==> src/rtl/dsp_issue_ctrl.sv <==
// Issue sequencer for the fractured-multiplier DSP: holds operands for the
// mode-dependent issue length, tracks the fixed output latency and buffers results.
module dsp_issue_ctrl #(
    parameter int unsigned N     = 16,
    parameter int unsigned M     = 16,
    parameter int unsigned LAT   = 3,
    parameter int unsigned DEPTH = 4
) (
    input  logic           clk,
    input  logic           reset,
    input  logic           in_valid,
    output logic           in_ready,
    input  logic [N-1:0]   in_a,
    input  logic [M-1:0]   in_b,
    input  logic [N+M-1:0] in_c,
    input  logic [1:0]     in_mode,
    input  logic           in_mac,
    input  logic [1:0]     in_shift,
    output logic           dsp_start,
    output logic [1:0]     dsp_mode,
    output logic [N-1:0]   dsp_aa,
    output logic [M-1:0]   dsp_bb,
    output logic [N+M-1:0] dsp_cc,
    output logic           dsp_mac,
    output logic [1:0]     dsp_barrel_shifter,
    input  logic [N+M-1:0] dsp_out,
    output logic           res_valid,
    input  logic           res_ready,
    output logic [N+M-1:0] res_data,
    output logic           busy
);
    localparam int unsigned W  = N + M;
    localparam int unsigned CW = $clog2(DEPTH + 1);
    localparam int unsigned PW = (DEPTH > 1) ? $clog2(DEPTH) : 1;

    typedef enum logic {S_IDLE, S_RUN} state_t;

    state_t         r_state, w_state_nxt;
    logic [1:0]     r_k, w_k_nxt;
    logic [2:0]     r_ncyc, w_ncyc_nxt;
    logic [CW-1:0]  r_credits, w_credits_nxt;
    logic [CW-1:0]  r_count;
    logic [LAT-1:0] r_tag;
    logic [W-1:0]   r_mem [DEPTH];
    logic [PW-1:0]  r_wr_ptr, r_rd_ptr;
    logic           r_in_ready, r_start, r_mac;
    logic [1:0]     r_mode, r_shift;
    logic [N-1:0]   r_aa;
    logic [M-1:0]   r_bb;
    logic [W-1:0]   r_cc;
    logic           w_accept, w_last, w_push, w_pop, w_res_valid;

    function automatic logic [2:0] f_ncyc(input logic [1:0] mode);
        case (mode)
            2'd0:    return 3'd1;
            2'd1:    return 3'd2;
            default: return 3'd4;
        endcase
    endfunction

    assign w_last      = (r_state == S_RUN) && (r_k == 2'(r_ncyc - 3'd1));
    assign w_accept    = in_valid && r_in_ready;
    assign w_push      = r_tag[LAT-1];
    assign w_res_valid = (r_count != '0);
    assign w_pop       = w_res_valid && res_ready;

    // Next issue state; in_ready is registered from these next values.
    always_comb begin
        w_state_nxt   = r_state;
        w_k_nxt       = r_k;
        w_ncyc_nxt    = r_ncyc;
        w_credits_nxt = r_credits + CW'(w_accept) - CW'(w_pop);
        if (w_accept) begin
            w_state_nxt = S_RUN;
            w_k_nxt     = 2'd0;
            w_ncyc_nxt  = f_ncyc(in_mode);
        end else if (w_last) begin
            w_state_nxt = S_IDLE;
        end else if (r_state == S_RUN) begin
            w_k_nxt = r_k + 2'd1;
        end
    end

    always_ff @(posedge clk or posedge reset) begin
        if (reset) begin
            r_state    <= S_IDLE;
            r_k        <= '0;
            r_ncyc     <= 3'd1;
            r_credits  <= '0;
            r_count    <= '0;
            r_tag      <= '0;
            r_wr_ptr   <= '0;
            r_rd_ptr   <= '0;
            r_in_ready <= 1'b0;
            r_start    <= 1'b0;
            r_mac      <= 1'b0;
            r_mode     <= '0;
            r_shift    <= '0;
            r_aa       <= '0;
            r_bb       <= '0;
            r_cc       <= '0;
            for (int i = 0; i < int'(DEPTH); i++) r_mem[i] <= '0;
        end else begin
            r_state    <= w_state_nxt;
            r_k        <= w_k_nxt;
            r_ncyc     <= w_ncyc_nxt;
            r_credits  <= w_credits_nxt;
            r_in_ready <= (w_credits_nxt < CW'(DEPTH)) &&
                          ((w_state_nxt == S_IDLE) || (w_k_nxt == 2'(w_ncyc_nxt - 3'd1)));
            r_start    <= w_accept;
            if (w_accept) begin
                r_aa    <= in_a;
                r_bb    <= in_b;
                r_cc    <= in_c;
                r_mac   <= in_mac;
                r_shift <= in_shift;
                r_mode  <= (in_mode == 2'd3) ? 2'd2 : in_mode;
            end
            // One tag per operation leaves the pipe when its dsp_out is valid.
            r_tag <= LAT'({r_tag, w_last});
            if (w_push) begin
                r_mem[r_wr_ptr] <= dsp_out;
                r_wr_ptr <= (r_wr_ptr == PW'(DEPTH - 1)) ? '0 : r_wr_ptr + PW'(1);
            end
            if (w_pop) begin
                r_rd_ptr <= (r_rd_ptr == PW'(DEPTH - 1)) ? '0 : r_rd_ptr + PW'(1);
            end
            r_count <= r_count + CW'(w_push) - CW'(w_pop);
        end
    end

    assign in_ready           = r_in_ready;
    assign dsp_start          = r_start;
    assign dsp_mode           = r_mode;
    assign dsp_aa             = r_aa;
    assign dsp_bb             = r_bb;
    assign dsp_cc             = r_cc;
    assign dsp_mac            = r_mac;
    assign dsp_barrel_shifter = r_shift;
    assign res_valid          = w_res_valid;
    assign res_data           = r_mem[r_rd_ptr];
    assign busy               = (r_credits != '0);

endmodule

==> config.mk <==
export PLATFORM = sky130hd
export DESIGN_NAME = dsp_issue_ctrl
export DESIGN_NICKNAME = d
export VERILOG_FILES = /design/src/rtl/dsp_issue_ctrl.sv
export SDC_FILE = /design/constraint.sdc
export NUM_CORES = 1
export LEC_CHECK = 0
export ABC_AREA = 1
export CAP_MARGIN = 0
export CORE_UTILIZATION = 30
export DETAILED_ROUTE_END_ITERATION = 10
export PLACE_DENSITY = 0.62
export RECOVER_POWER = 25
export SYNTH_ARGS = -nofsm -noshare
export SYNTH_HDL_FRONTEND = slang
export SYNTH_SLANG_ARGS = --single-unit
==> constraint.sdc <==
create_clock -name clk -period 8.22 [get_ports clk]
set_input_delay 1.233 -clock clk [delete_from_list [all_inputs] [get_ports clk]]
set_output_delay 1.233 -clock clk [all_outputs]
set_load 0.03 [all_outputs]
Word-level counts from Yosys, hierarchy flattened
Cells that the tools add are included.
Word-level totals
  register bits: 218
  output and inout port bits: 105
  input port bits: 105
  logic and storage cells: 67
Cells by class
  equal/unequal tests: 6
  bitwise logic cells: 3
  reductions and logical operators: 9
  mux-type cells: 16
  order comparisons: 4
  add/sub/neg operators: 9
Operators by type and width (count)
  $bwmux W128: 1
  $mux W32: 3
  $bmux W32 S2: 1
  $demux W32 S2: 1
  $mux W2: 6
  $add A2 B1 Y2 const B: 3
  $add A3 B1 Y3: 2
  $eq A2 B2 Y1 const B: 3
  $ge A3 B3 Y1 const B: 2
  $not A2 Y3: 2
  $pmux W3 S2: 1
  $reduce_bool A3 Y1: 2
  $sub A3 B1 Y3: 2
  $logic_and A1 B1 Y1: 5
  $eq A2 B2 Y1: 2
  $sub A2 B1 Y2 const B: 2
  $lt A3 B1 Y1 const B: 1
  $lt A3 B3 Y1 const B: 1
  $mux W3: 1
  $eq A2 B1 Y1 const B: 1
  $logic_not A2 Y1: 1
  $mux W1: 2
  $logic_or A1 B1 Y1: 1
  $not A1 Y1: 1

Depth between registers and ports, before layout
Gate-level depths: netlist of the first run.
  depth in word-level cells: 8
  depth in mapped cells: 10
  mapped depth without buffers: 10

Worst setup path before layout of the first run
Ideal clock, no wire load.
  path kind: input-to-reg
  from: in in_valid
  to: reg r_in_ready, in the netlist in_ready
  required time: 8.143 ns
  stages on the path: 9
  data arrival time: 2.762 ns
  setup slack: 5.381 ns
  cells stage by stage: nand2_4 -> buf_2 -> buf_2 -> ha_1 -> inv_1 -> ha_1 -> fa_1 -> xor2_1 -> a21oi_1
Between the ends
  elaborated cells on any way between the ends: 12
  classes of those cells: add/sub (3); order compare (1); eq/ne (1); mux (3); bitwise (1); reduce/logical (3)
RTL lines
  start, declared: RTL line 11  | input logic in_valid,
  $logic_and A1 B1 Y1: RTL line 62  | assign w_accept = in_valid && r_in_ready;
  $add A3 B1 Y3: RTL line 72  | w_credits_nxt = r_credits + CW'(w_accept) - CW'(w_pop);
  $sub A3 B1 Y3: RTL line 72
  net w_credits_nxt[2]: RTL line 41  | logic [CW-1:0] r_credits, w_credits_nxt;
  $lt A3 B3 Y1: RTL line 108  | r_in_ready <= (w_credits_nxt < CW'(DEPTH)) &&
  $logic_and A1 B1 Y1: RTL line 108
  end signal, assigned: RTL line 108
  end, declared: RTL line 46  | logic r_in_ready, r_start, r_mac;
The timed path passes the listed nets, and every way through them passes these cells.
A chain may end at the register's enable or synchronous reset.

==> results of run 1 <==
## flip-flops by register name, summed over array words and instances (netlist names), 3 cells and up
signal	cells
dsp_aa	16
r_count	3
dsp_bb	16
r_mem	128
r_credits	3
dsp_cc	32
r_tag	3
## worst paths after layout
| kind | from | endpoint | slack [ps] | depth (start not counted) |
|---|---|---|---|---|
| min in group asynchronous | reset | dsp_bb[3]$_DFFE_PP0P_ | 2500 | 2 |
| setup / recovery | reset | r_rd_ptr[0]$_DFFE_PP0P_ | 3350 | 3 |
| hold / removal | r_tag[1]$_DFF_PP0_ | r_tag[2]$_DFF_PP0_ | 350 | 0 |
| max in group clk | r_rd_ptr[0]$_DFFE_PP0P_ | res_data[29] | 4190 | 5 |
| hold reg to reg | r_tag[1]$_DFF_PP0_ | r_tag[2]$_DFF_PP0_ | 350 | 0 |
| setup reg to reg | r_wr_ptr[0]$_DFFE_PP0P_ | r_mem[44]$_DFFE_PP0P_ | 4980 | 5 |
## power groups by stage
stage	sequential (mW)	combinational (mW)	clock, mW
2_1_floorplan	2.18	1.36	0
3_3_place_gp	1.90	2.63	0
3_5_place_dp	1.91	2.66	0
4_1_cts	1.91	2.66	1.13
5_1_grt	1.97	2.90	1.17
6_report	1.91	2.63	1.10
## cell type report
type                    instances  area [sq um]
fillers                      2984         17400
clock inverters                 7          88.8
inverters                      55           213
multi-input cells             691          3110
flip-flops and latches        217          5430
clock buffers                  35           713
repair buffers                220          2160
well taps                     390           488
diodes                          1          2.50
## per-layer routing
layer  vias to the layer above  part of all wire  track usage
li1                       3656                 -            -
met1                      3517              0.43        0.196
met2                       267              0.45        0.261
met3                        32              0.10       0.0597
met4                         2             0.019       0.0388
met5                         -           0.00050            0
## kinds of logic (layout without fill, tap and decap cells)
logic type / after synthesis / in the layout / synth area share
and+or+nand+nor: 444 / 444 / 0.191
AOI/OAI and AO/OA: 232 / 232 / 0.133
adders and majority gates: 11 / 11 / 0.0169
other: 0 / 1 / 0
DFF: 217 / 217 / 0.602
xor gates and xnor gates: 4 / 4 / 0.00388
buffers and inverters: 116 / 317 / 0.0534
## Yosys cell counts, types with 2 or more instances
cell / count
nand2_1: 358
dfrtp_1: 216
o21ai_0: 174
nor2_1: 67
inv_1: 51
o22ai_1: 32
buf_2: 30
clkbuf_1: 30
o21ai_1: 23
ha_1: 9
nand3_1: 6
nand4_1: 4
inv_2: 3
xnor2_1: 3
a21oi_1: 2
fa_1: 2
nor2_2: 2
or3_1: 2
## stage by stage
stage / area, sq um / utilization / setup slack (ps) / hold WS (ps) / std cells
floorplan: 9020 / - / 1050 / 331 / 1024
global placement: 11400 / 0.386 / 4240 / 332 / 1573
detailed placement: 11400 / 0.386 / 4210 / 336 / 1573
CTS: 12200 / 0.413 / 4140 / 349 / 1615
global route: 12200 / 0.412 / 2440 / 352 / 1615
finish: 12200 / 0.412 / 3350 / 348 / 1616
==> impl_metrics.tcl, run 1 <==
set metrics [dict create \
    drtIter0Drc 447 \
    cts_made_buffers 25 \
    post-route-min-period_ps 4870 \
    finalHoldViolCount 0 \
    period_share 0.593 \
    clk_pin_slew_worst_paths_ps 60 \
    crit_slowest_cell "clkinvlp_2" \
    synth-edff-count 0 \
    violations "capacitance limit, slew limit" \
    switchingPower_mw 2.34 \
    startpoint_type "primary input" \
    power_mw 5.63 \
    drive_above_1_share 0.0473 \
    critPathKind "primary input to async pin" \
    ys_seq_area_frac 0.602 \
    synthArstFlopShare 1.00 \
    crit_buf_inv 3 \
    synth.area.top_cells "dfrtp_1, nand2_1, o21ai_0" \
    min_path_type "register to register" \
    cp_max_fo 97 \
    synth.largest_area_cell "dfrtp_1" \
    synth_cell_types 28 \
    syn_avg_cell_area_sq_um 8.81 \
    synth_cells 1024 \
    die_area_sq_um 30800 \
    cp.arrival_ps 5320 \
    syn-cell-area_sq_um 9020 \
    vias 7474 \
    status "finished with violations" \
    postCtsSetupBuffers 0 \
    final_common_cell "nand2_1" \
    dpl.hpwl_um 15100 \
    wl_um 24000 \
    p_int_mw 3.29 \
    fmax_mhz 205 \
    routedWlPerCell_um 14.9 \
    end_kind "async pin" \
    path_delay_family "buffers and inverters" \
    die_w_um 175 \
    synth_top_area_frac 0.599 \
    cellLeakagePower_nw 5.81 \
    crit_chain "dlygate4sd3_1, clkinvlp_2, buf_4" \
    comb_power_share 0.466 \
    critPathMaxStageDelay_ps 2460 \
    swShare 0.415 \
    pwr-share-clk 0.195 \
    cts_resized 0 \
    worstMarginPinSlew_ps 4390 \
    syn_to_final_growth_pct 35.4 \
    seqPwrFrac 0.339 \
    cts_buffer_depth 3 \
    slew-limit-headroom -1.94 \
    required_ps 8670 \
    rows 63 \
    ys_ff_latch 217 \
    clockRootBuffer "clkbuf_16" \
    power_density_nw_per_um2 461 \
    setup_tns_ps 0 \
    dr.pass1.iters 6 \
    grt_start_max_net_pins 98 \
    insertion_delay_ps 520 \
    cts_tree "yes" \
    drv_cap 4 \
    slew_viol_final 287 \
    ant_nets 0 \
    grt_pass1_wl_um 39300 \
    rsz0062_at_grt "no" \
    gr-usage-all-layers 0.159 \
    portBuffers 209 \
    synth.net_count 1140 \
    remaining_drc_errors 0 \
    h-tree-depth 1 \
    clock-sinks 217 \
    die_h_um 175 \
    skew_ps 13.7 \
    routed_via_density 4.63 \
    start_util 0.305 \
    synth_flop_cell "dfrtp_1" \
    gp_congestion 0.765 \
    cts_hold_buf 0 \
    grt-ovfl-total 0 \
    ys_warn_count 0 \
    setup_viol 0 \
    vdd_drop_max_mv 0.253 \
    layout.nets 1326 \
    io_pins 210 \
    final_cell_mix "nand2_1, dfrtp_1, clkdlybuf4s50_1" \
    antenna_found_initial 2 \
    grt_pass1_vias 7494 \
    core_sq_um 29600 \
]
Power figures use the tool's default switching activity.
==> inputs of run 2 (changes only) <==
==> constraint.sdc (replaced) <==
create_clock -name clk -period 5.1 [get_ports clk]
set_input_delay 0.765 -clock clk [delete_from_list [all_inputs] [get_ports clk]]
set_output_delay 0.765 -clock clk [all_outputs]
set_load 0.03 [all_outputs]
==> run 2 against run 1 <==
  * Die area did not move
  * Hold slack improved by 1.6 ps
  * Non-clock buffer count up 1
  * Total power increased by 63%
  * Core utilization is 0.40 points higher
  * Combinational power up 61%
  * First-iteration DRC count fell by 18%
  * The flow still finishes with violations (capacitance limit, slew limit)
  * Final cell count increased by 0.43%
  * Final area increased by 0.97%
  * Register-to-register slack got worse by 3000 ps
  * Clock skew fell by 4.3 ps
  * Largest cell class unchanged
==> impl_metrics.tcl, run 2 (same netlist as run 1, synthesis figures left out) <==
set metrics [dict create \
    placed_area_sq_um 11500 \
    setup_viol 0 \
    cellLeakagePower_nw 5.86 \
    slew-limit-headroom -0.731 \
    wl_um 23800 \
    grt_start_max_net_pins 104 \
    largest-register "r_mem" \
    comb_power_share 0.459 \
    swShare 0.411 \
    r2r_cells 4 \
    post-route-min-period_ps 3620 \
    status "finished with violations" \
    syn_to_final_growth_pct 36.7 \
    fin_area_sq_um 12300 \
    cts_resized 0 \
    grt_pass1_wl_um 38700 \
    skew_ps 9.43 \
    min_path_cells 0 \
    grt-ovfl-total 0 \
    grt_pass1_vias 7397 \
    clock-sinks 217 \
    worstMarginPinSlew_ps 2600 \
    cts_buffer_depth 3 \
    switchingPower_mw 3.78 \
    io_pins 210 \
    die_w_um 175 \
    rsz0062_at_grt "no" \
    cts_made_buffers 26 \
    dpl.hpwl_um 15200 \
    gr-usage-all-layers 0.156 \
    fill_cells 2990 \
    clk_pin_slew_worst_paths_ps 60 \
    cp.arrival_ps 2860 \
    crit_chain "inv_2, o21ai_0, o22ai_1, clkdlybuf4s50_1" \
    die_area_sq_um 30800 \
    critPathMaxStageDelay_ps 810 \
    final_common_cell "nand2_1" \
    required_ps 4340 \
    crit_buf_inv 2 \
    critPathKind "register to primary output" \
    finalHoldViolCount 0 \
    crit_slowest_cell "inv_2" \
    clockRootBuffer "clkbuf_16" \
    start_util 0.305 \
    die_h_um 175 \
    startpoint_type "register" \
    cp_num_cells 4 \
    drive_above_1_share 0.0528 \
    largest_reg_flops 128 \
    layout.nets 1328 \
    slew_viol_final 213 \
    rows 63 \
    portBuffers 209 \
    pwr-share-clk 0.207 \
    drv_cap 4 \
    h-tree-depth 1 \
    reg2reg_slack_ps 1970 \
    crit_start "r_rd_ptr[0]$_DFFE_PP0P_" \
    min_path_type "register to register" \
    fmax_mhz 276 \
    dr.pass1.iters 6 \
    end_kind "primary output" \
    routedWlPerCell_um 14.6 \
    violations "capacitance limit, slew limit" \
    cts_tree "yes" \
    antenna_found_initial 1 \
    routed_via_density 4.61 \
    core_sq_um 29600 \
    postCtsSetupBuffers 0 \
    cts_hold_buf 0 \
    r2r-end "r_mem[30]$_DFFE_PP0P_" \
    vdd_drop_max_mv 0.411 \
    path_delay_family "buffers and inverters" \
    power_density_nw_per_um2 747 \
    gp_congestion 0.752 \
    crit_end "res_data[0]" \
    timing.rr.start "r_wr_ptr[0]$_DFFE_PP0P_" \
    vias 7479 \
    period_share 0.710 \
    ant_nets 0 \
    seqPwrFrac 0.334 \
    setup_tns_ps 0 \
    drtIter0Drc 366 \
    p_int_mw 5.43 \
    remaining_drc_errors 0 \
    cp_max_fo 65 \
    final_cell_mix "nand2_1, dfrtp_1, clkdlybuf4s50_1" \
    insertion_delay_ps 520 \
]
run 2: area by class of cell:
type | instances | area, sq um | area share
Clock inverter | 9 | 108 | 0.00872
Clock buffer | 39 | 801 | 0.0649
Multi-Input combinational cell | 691 | 3110 | 0.252
Inverter | 55 | 213 | 0.0172
Timing Repair Buffer | 221 | 2180 | 0.177
Sequential cell | 217 | 5430 | 0.440
Tap cell | 390 | 488 | 0.0396
Antenna cell | 1 | 2.50 | 0.000203
run 2: metal layers:
metal  track usage  part of all wire  vias up
met5             0                 0        -
met1         0.197              0.43     3507
met3        0.0597              0.10       29
li1              -                 -     3675
met4        0.0359             0.018        0
met2         0.253              0.45      268
run 2: power groups by stage:
stage | Combinational (mW) | Sequential [mW] | Clock, mW
detailed placement | 4.27 | 3.08 | 0
finish | 4.23 | 3.07 | 1.91
global route | 4.67 | 3.18 | 2.03
CTS | 4.28 | 3.08 | 1.96
floorplan | 2.20 | 3.51 | 0
global placement | 4.21 | 3.07 | 0
run 2: per-stage QoR:
step | util | setup slack, ps | instances | total power, mW | hold WS (ps)
final | 0.416 | 1480 | 1623 | 9.21 | 350
after CTS | 0.417 | 1420 | 1622 | 9.32 | 352
after global routing | 0.416 | 1240 | 1622 | 9.88 | 375
after floorplan | - | 1510 | 1024 | 5.70 | 331
after global placement | 0.386 | 1960 | 1574 | 7.28 | 335
after detailed placement | 0.386 | 1960 | 1574 | 7.35 | 339
run 2: worst min path at each step:
stage | endpoint | from | slack (ps)
2_1_floorplan | r_tag[1]$_DFF_PP0_ | r_tag[0]$_DFF_PP0_ | 330
3_3_place_gp | r_tag[2]$_DFF_PP0_ | r_tag[1]$_DFF_PP0_ | 340
3_5_place_dp | r_tag[1]$_DFF_PP0_ | r_tag[0]$_DFF_PP0_ | 340
4_1_cts | r_tag[1]$_DFF_PP0_ | r_tag[0]$_DFF_PP0_ | 350
5_1_grt | r_tag[2]$_DFF_PP0_ | r_tag[1]$_DFF_PP0_ | 380
6_report | r_tag[1]$_DFF_PP0_ | r_tag[0]$_DFF_PP0_ | 350
run 2: worst register-to-register path, delay by kind of cell, from the launching register on:
kind / cells / cell delay, ps
fa+ha+maj: 1 / 220
buf+inv: 1 / 1840
flops: 1 / 420
compound gates: 1 / 300
simple gates: 1 / 110
==> inputs of run 3 (changes only) <==
--- a/config.mk
+++ b/config.mk
@@ -9,7 +9,7 @@
 export CAP_MARGIN = 0
 export CORE_UTILIZATION = 30
 export DETAILED_ROUTE_END_ITERATION = 10
-export PLACE_DENSITY = 0.62
+export PLACE_DENSITY = 0.63
 export RECOVER_POWER = 25
 export SYNTH_ARGS = -nofsm -noshare
 export SYNTH_HDL_FRONTEND = slang
==> constraint.sdc (replaced) <==
create_clock -name clk -period 3 [get_ports clk]
set_input_delay 0.45 -clock clk [delete_from_list [all_inputs] [get_ports clk]]
set_output_delay 0.45 -clock clk [all_outputs]
set_load 0.03 [all_outputs]
==> run 3 against run 2 <==
  * The flow still finishes with violations (capacitance limit, slew limit)
  * Clock skew decreased by 1.3 ps
  * Sequential share of layout area decreased by 0.54 points
  * Via count increased by 0.12%
  * Critical path depth increased by 1
  * Global-route usage increased by 0.51 points
  * Sequential power increased by 72%
  * Critical path type unchanged
  * Largest cell class unchanged
==> impl_metrics.tcl, run 3 (same netlist as run 1, synthesis figures left out) <==
set metrics [dict create \
    status "finished with violations" \
    violations "capacitance limit, slew limit" \
    drive_above_1_share 0.0648 \
    slew-limit-headroom -0.354 \
    h-tree-depth 1 \
    wl_um 24500 \
    setup_viol 0 \
    wl_met2_um 11200 \
    drv_cap 2 \
    grt_start_max_net_pins 138 \
    layout.nets 1331 \
    fill_cells 2953 \
    antenna_found_initial 0 \
    startpoint_type "register" \
    portBuffers 209 \
    final_util 0.421 \
    period_share 0.924 \
    final_cell_mix "nand2_1, dfrtp_1, clkdlybuf4s50_1" \
    min_path_type "register to register" \
    routedWlPerCell_um 15.1 \
    cp_max_fo 58 \
    grt_pass1_vias 7551 \
    ant_nets 0 \
    die_area_sq_um 30800 \
    cellLeakagePower_nw 6.12 \
    holdWs_ps 349 \
    cts_made_buffers 27 \
    maxUsedRoutingLayer "met4" \
    dr.pass1.iters 5 \
    die_w_um 175 \
    power_density_nw_per_um2 1270 \
    swShare 0.411 \
    worstMarginPinSlew_ps 2030 \
    met3RoutedLength_um 2420 \
    crit_slowest_cell "dfrtp_2" \
    start_util 0.305 \
    rows 63 \
    grt_pass1_wl_um 40000 \
    seqPwrFrac 0.332 \
    die_h_um 175 \
    grt-ovfl-total 0 \
    pwr-share-clk 0.219 \
    setup_slack_ps 229 \
    gp_congestion 0.751 \
    p_int_mw 9.36 \
    wl_met1_um 10300 \
    insertion_delay_ps 520 \
    rsz0062_at_grt "no" \
    critPathKind "register to primary output" \
    comb_power_share 0.449 \
    required_ps 2550 \
    crit_chain "inv_2, buf_12, o21ai_0, o22ai_1, dlygate4sd2_1" \
    place_ws_ps 504 \
    largest-register "r_mem" \
    fmax_mhz 361 \
    remaining_drc_errors 0 \
    end_kind "primary output" \
    cp.arrival_ps 2320 \
    slew_viol_final 219 \
    cts_buffer_depth 3 \
    largest_reg_flops 128 \
    core_sq_um 29600 \
    vdd_drop_max_mv 0.705 \
    final_common_cell "nand2_1" \
    gr-usage-all-layers 0.161 \
    postCtsSetupBuffers 0 \
    switchingPower_mw 6.52 \
    routed_via_density 4.61 \
    skew_ps 8.16 \
    power_mw 15.9 \
    dpl.hpwl_um 15600 \
    syn_to_final_growth_pct 38.4 \
    clk_pin_slew_worst_paths_ps 60 \
    clock-sinks 217 \
    critPathMaxStageDelay_ps 520 \
    post-route-min-period_ps 2770 \
    io_pins 210 \
    finalHoldViolCount 0 \
    cts_tree "yes" \
    antenna_cells 0 \
    vias 7488 \
    drtIter0Drc 428 \
    clockRootBuffer "clkbuf_16" \
]
-- run 3: cell count changes in the layout (fill, tap and decap cells not counted), moves of 4 or more --
cell / delta
clkdlybuf4s50_1: -30
dlymetal6s2s_1: +21
dlygate4sd2_1: +7
buf_4: +5
clkbuf_1: -5
nand2_1: -4
-- run 3: stage by stage --
stage          cell area, sq um  cells  setup TNS [ps]
5_1_grt                   12500   1625               0
6_report                  12500   1625               0
2_1_floorplan              9030   1024          -59470
4_1_cts                   12500   1625               0
3_5_place_dp              11500   1576               0
3_3_place_gp              11500   1576               0
-- run 3: final timing paths --
kind | slack, ps | from | end | depth (start not counted)
max | 230 | r_rd_ptr[0]$_DFFE_PP0P_ | res_data[11] | 5
min | 350 | r_tag[1]$_DFF_PP0_ | r_tag[2]$_DFF_PP0_ | 0
max reg2reg | 590 | r_count[1]$_DFF_PP0_ | in_ready$_DFF_PP0_ | 8
min reg2reg | 350 | r_tag[1]$_DFF_PP0_ | r_tag[2]$_DFF_PP0_ | 0
max in group asynchronous | 520 | reset | r_rd_ptr[0]$_DFFE_PP0P_ | 3
min in group asynchronous | 1010 | reset | r_mem[120]$_DFFE_PP0P_ | 3
-- run 3: power by group through the flow --
stage | Sequential, mW | Combinational [mW] | Clock (mW)
after global routing | 5.46 | 7.87 | 3.70
after floorplan | 5.96 | 3.73 | 0
after global placement | 5.25 | 7.22 | 0
after CTS | 5.27 | 7.28 | 3.59
final | 5.27 | 7.13 | 3.48
after detailed placement | 5.27 | 7.32 | 0
-- run 3: cell type report --
class | instances | area [sq um] | share of cell area
Tap cell | 390 | 488 | 0.0391
Clock buffer | 35 | 766 | 0.0613
Timing Repair Buffer | 223 | 2270 | 0.181
Inverter | 55 | 213 | 0.0170
Clock inverter | 14 | 205 | 0.0164
Sequential cell | 217 | 5430 | 0.435
Multi-Input combinational cell | 691 | 3120 | 0.250
-- run 3: metal layers --
layer,global-route usage,vias up
met3,0.0617,32
met1,0.198,3543
met2,0.261,251
met4,0.0507,0
met5,0,-
li1,-,3662
-- run 3: worst max-delay path, delay by kind of cell, from the launching register on --
family                 cells  cell delay (ps)
buffers and inverters      3              910
AO/OA/AOI/OAI              2              350
flip-flops                 1              520
-- run 3: what timing repair did --
action | 4_1_cts | 5_1_grt
resized for setup | 7 | 21
setup endpoints to repair | 7 | 21
hold buffers | 0 | 0
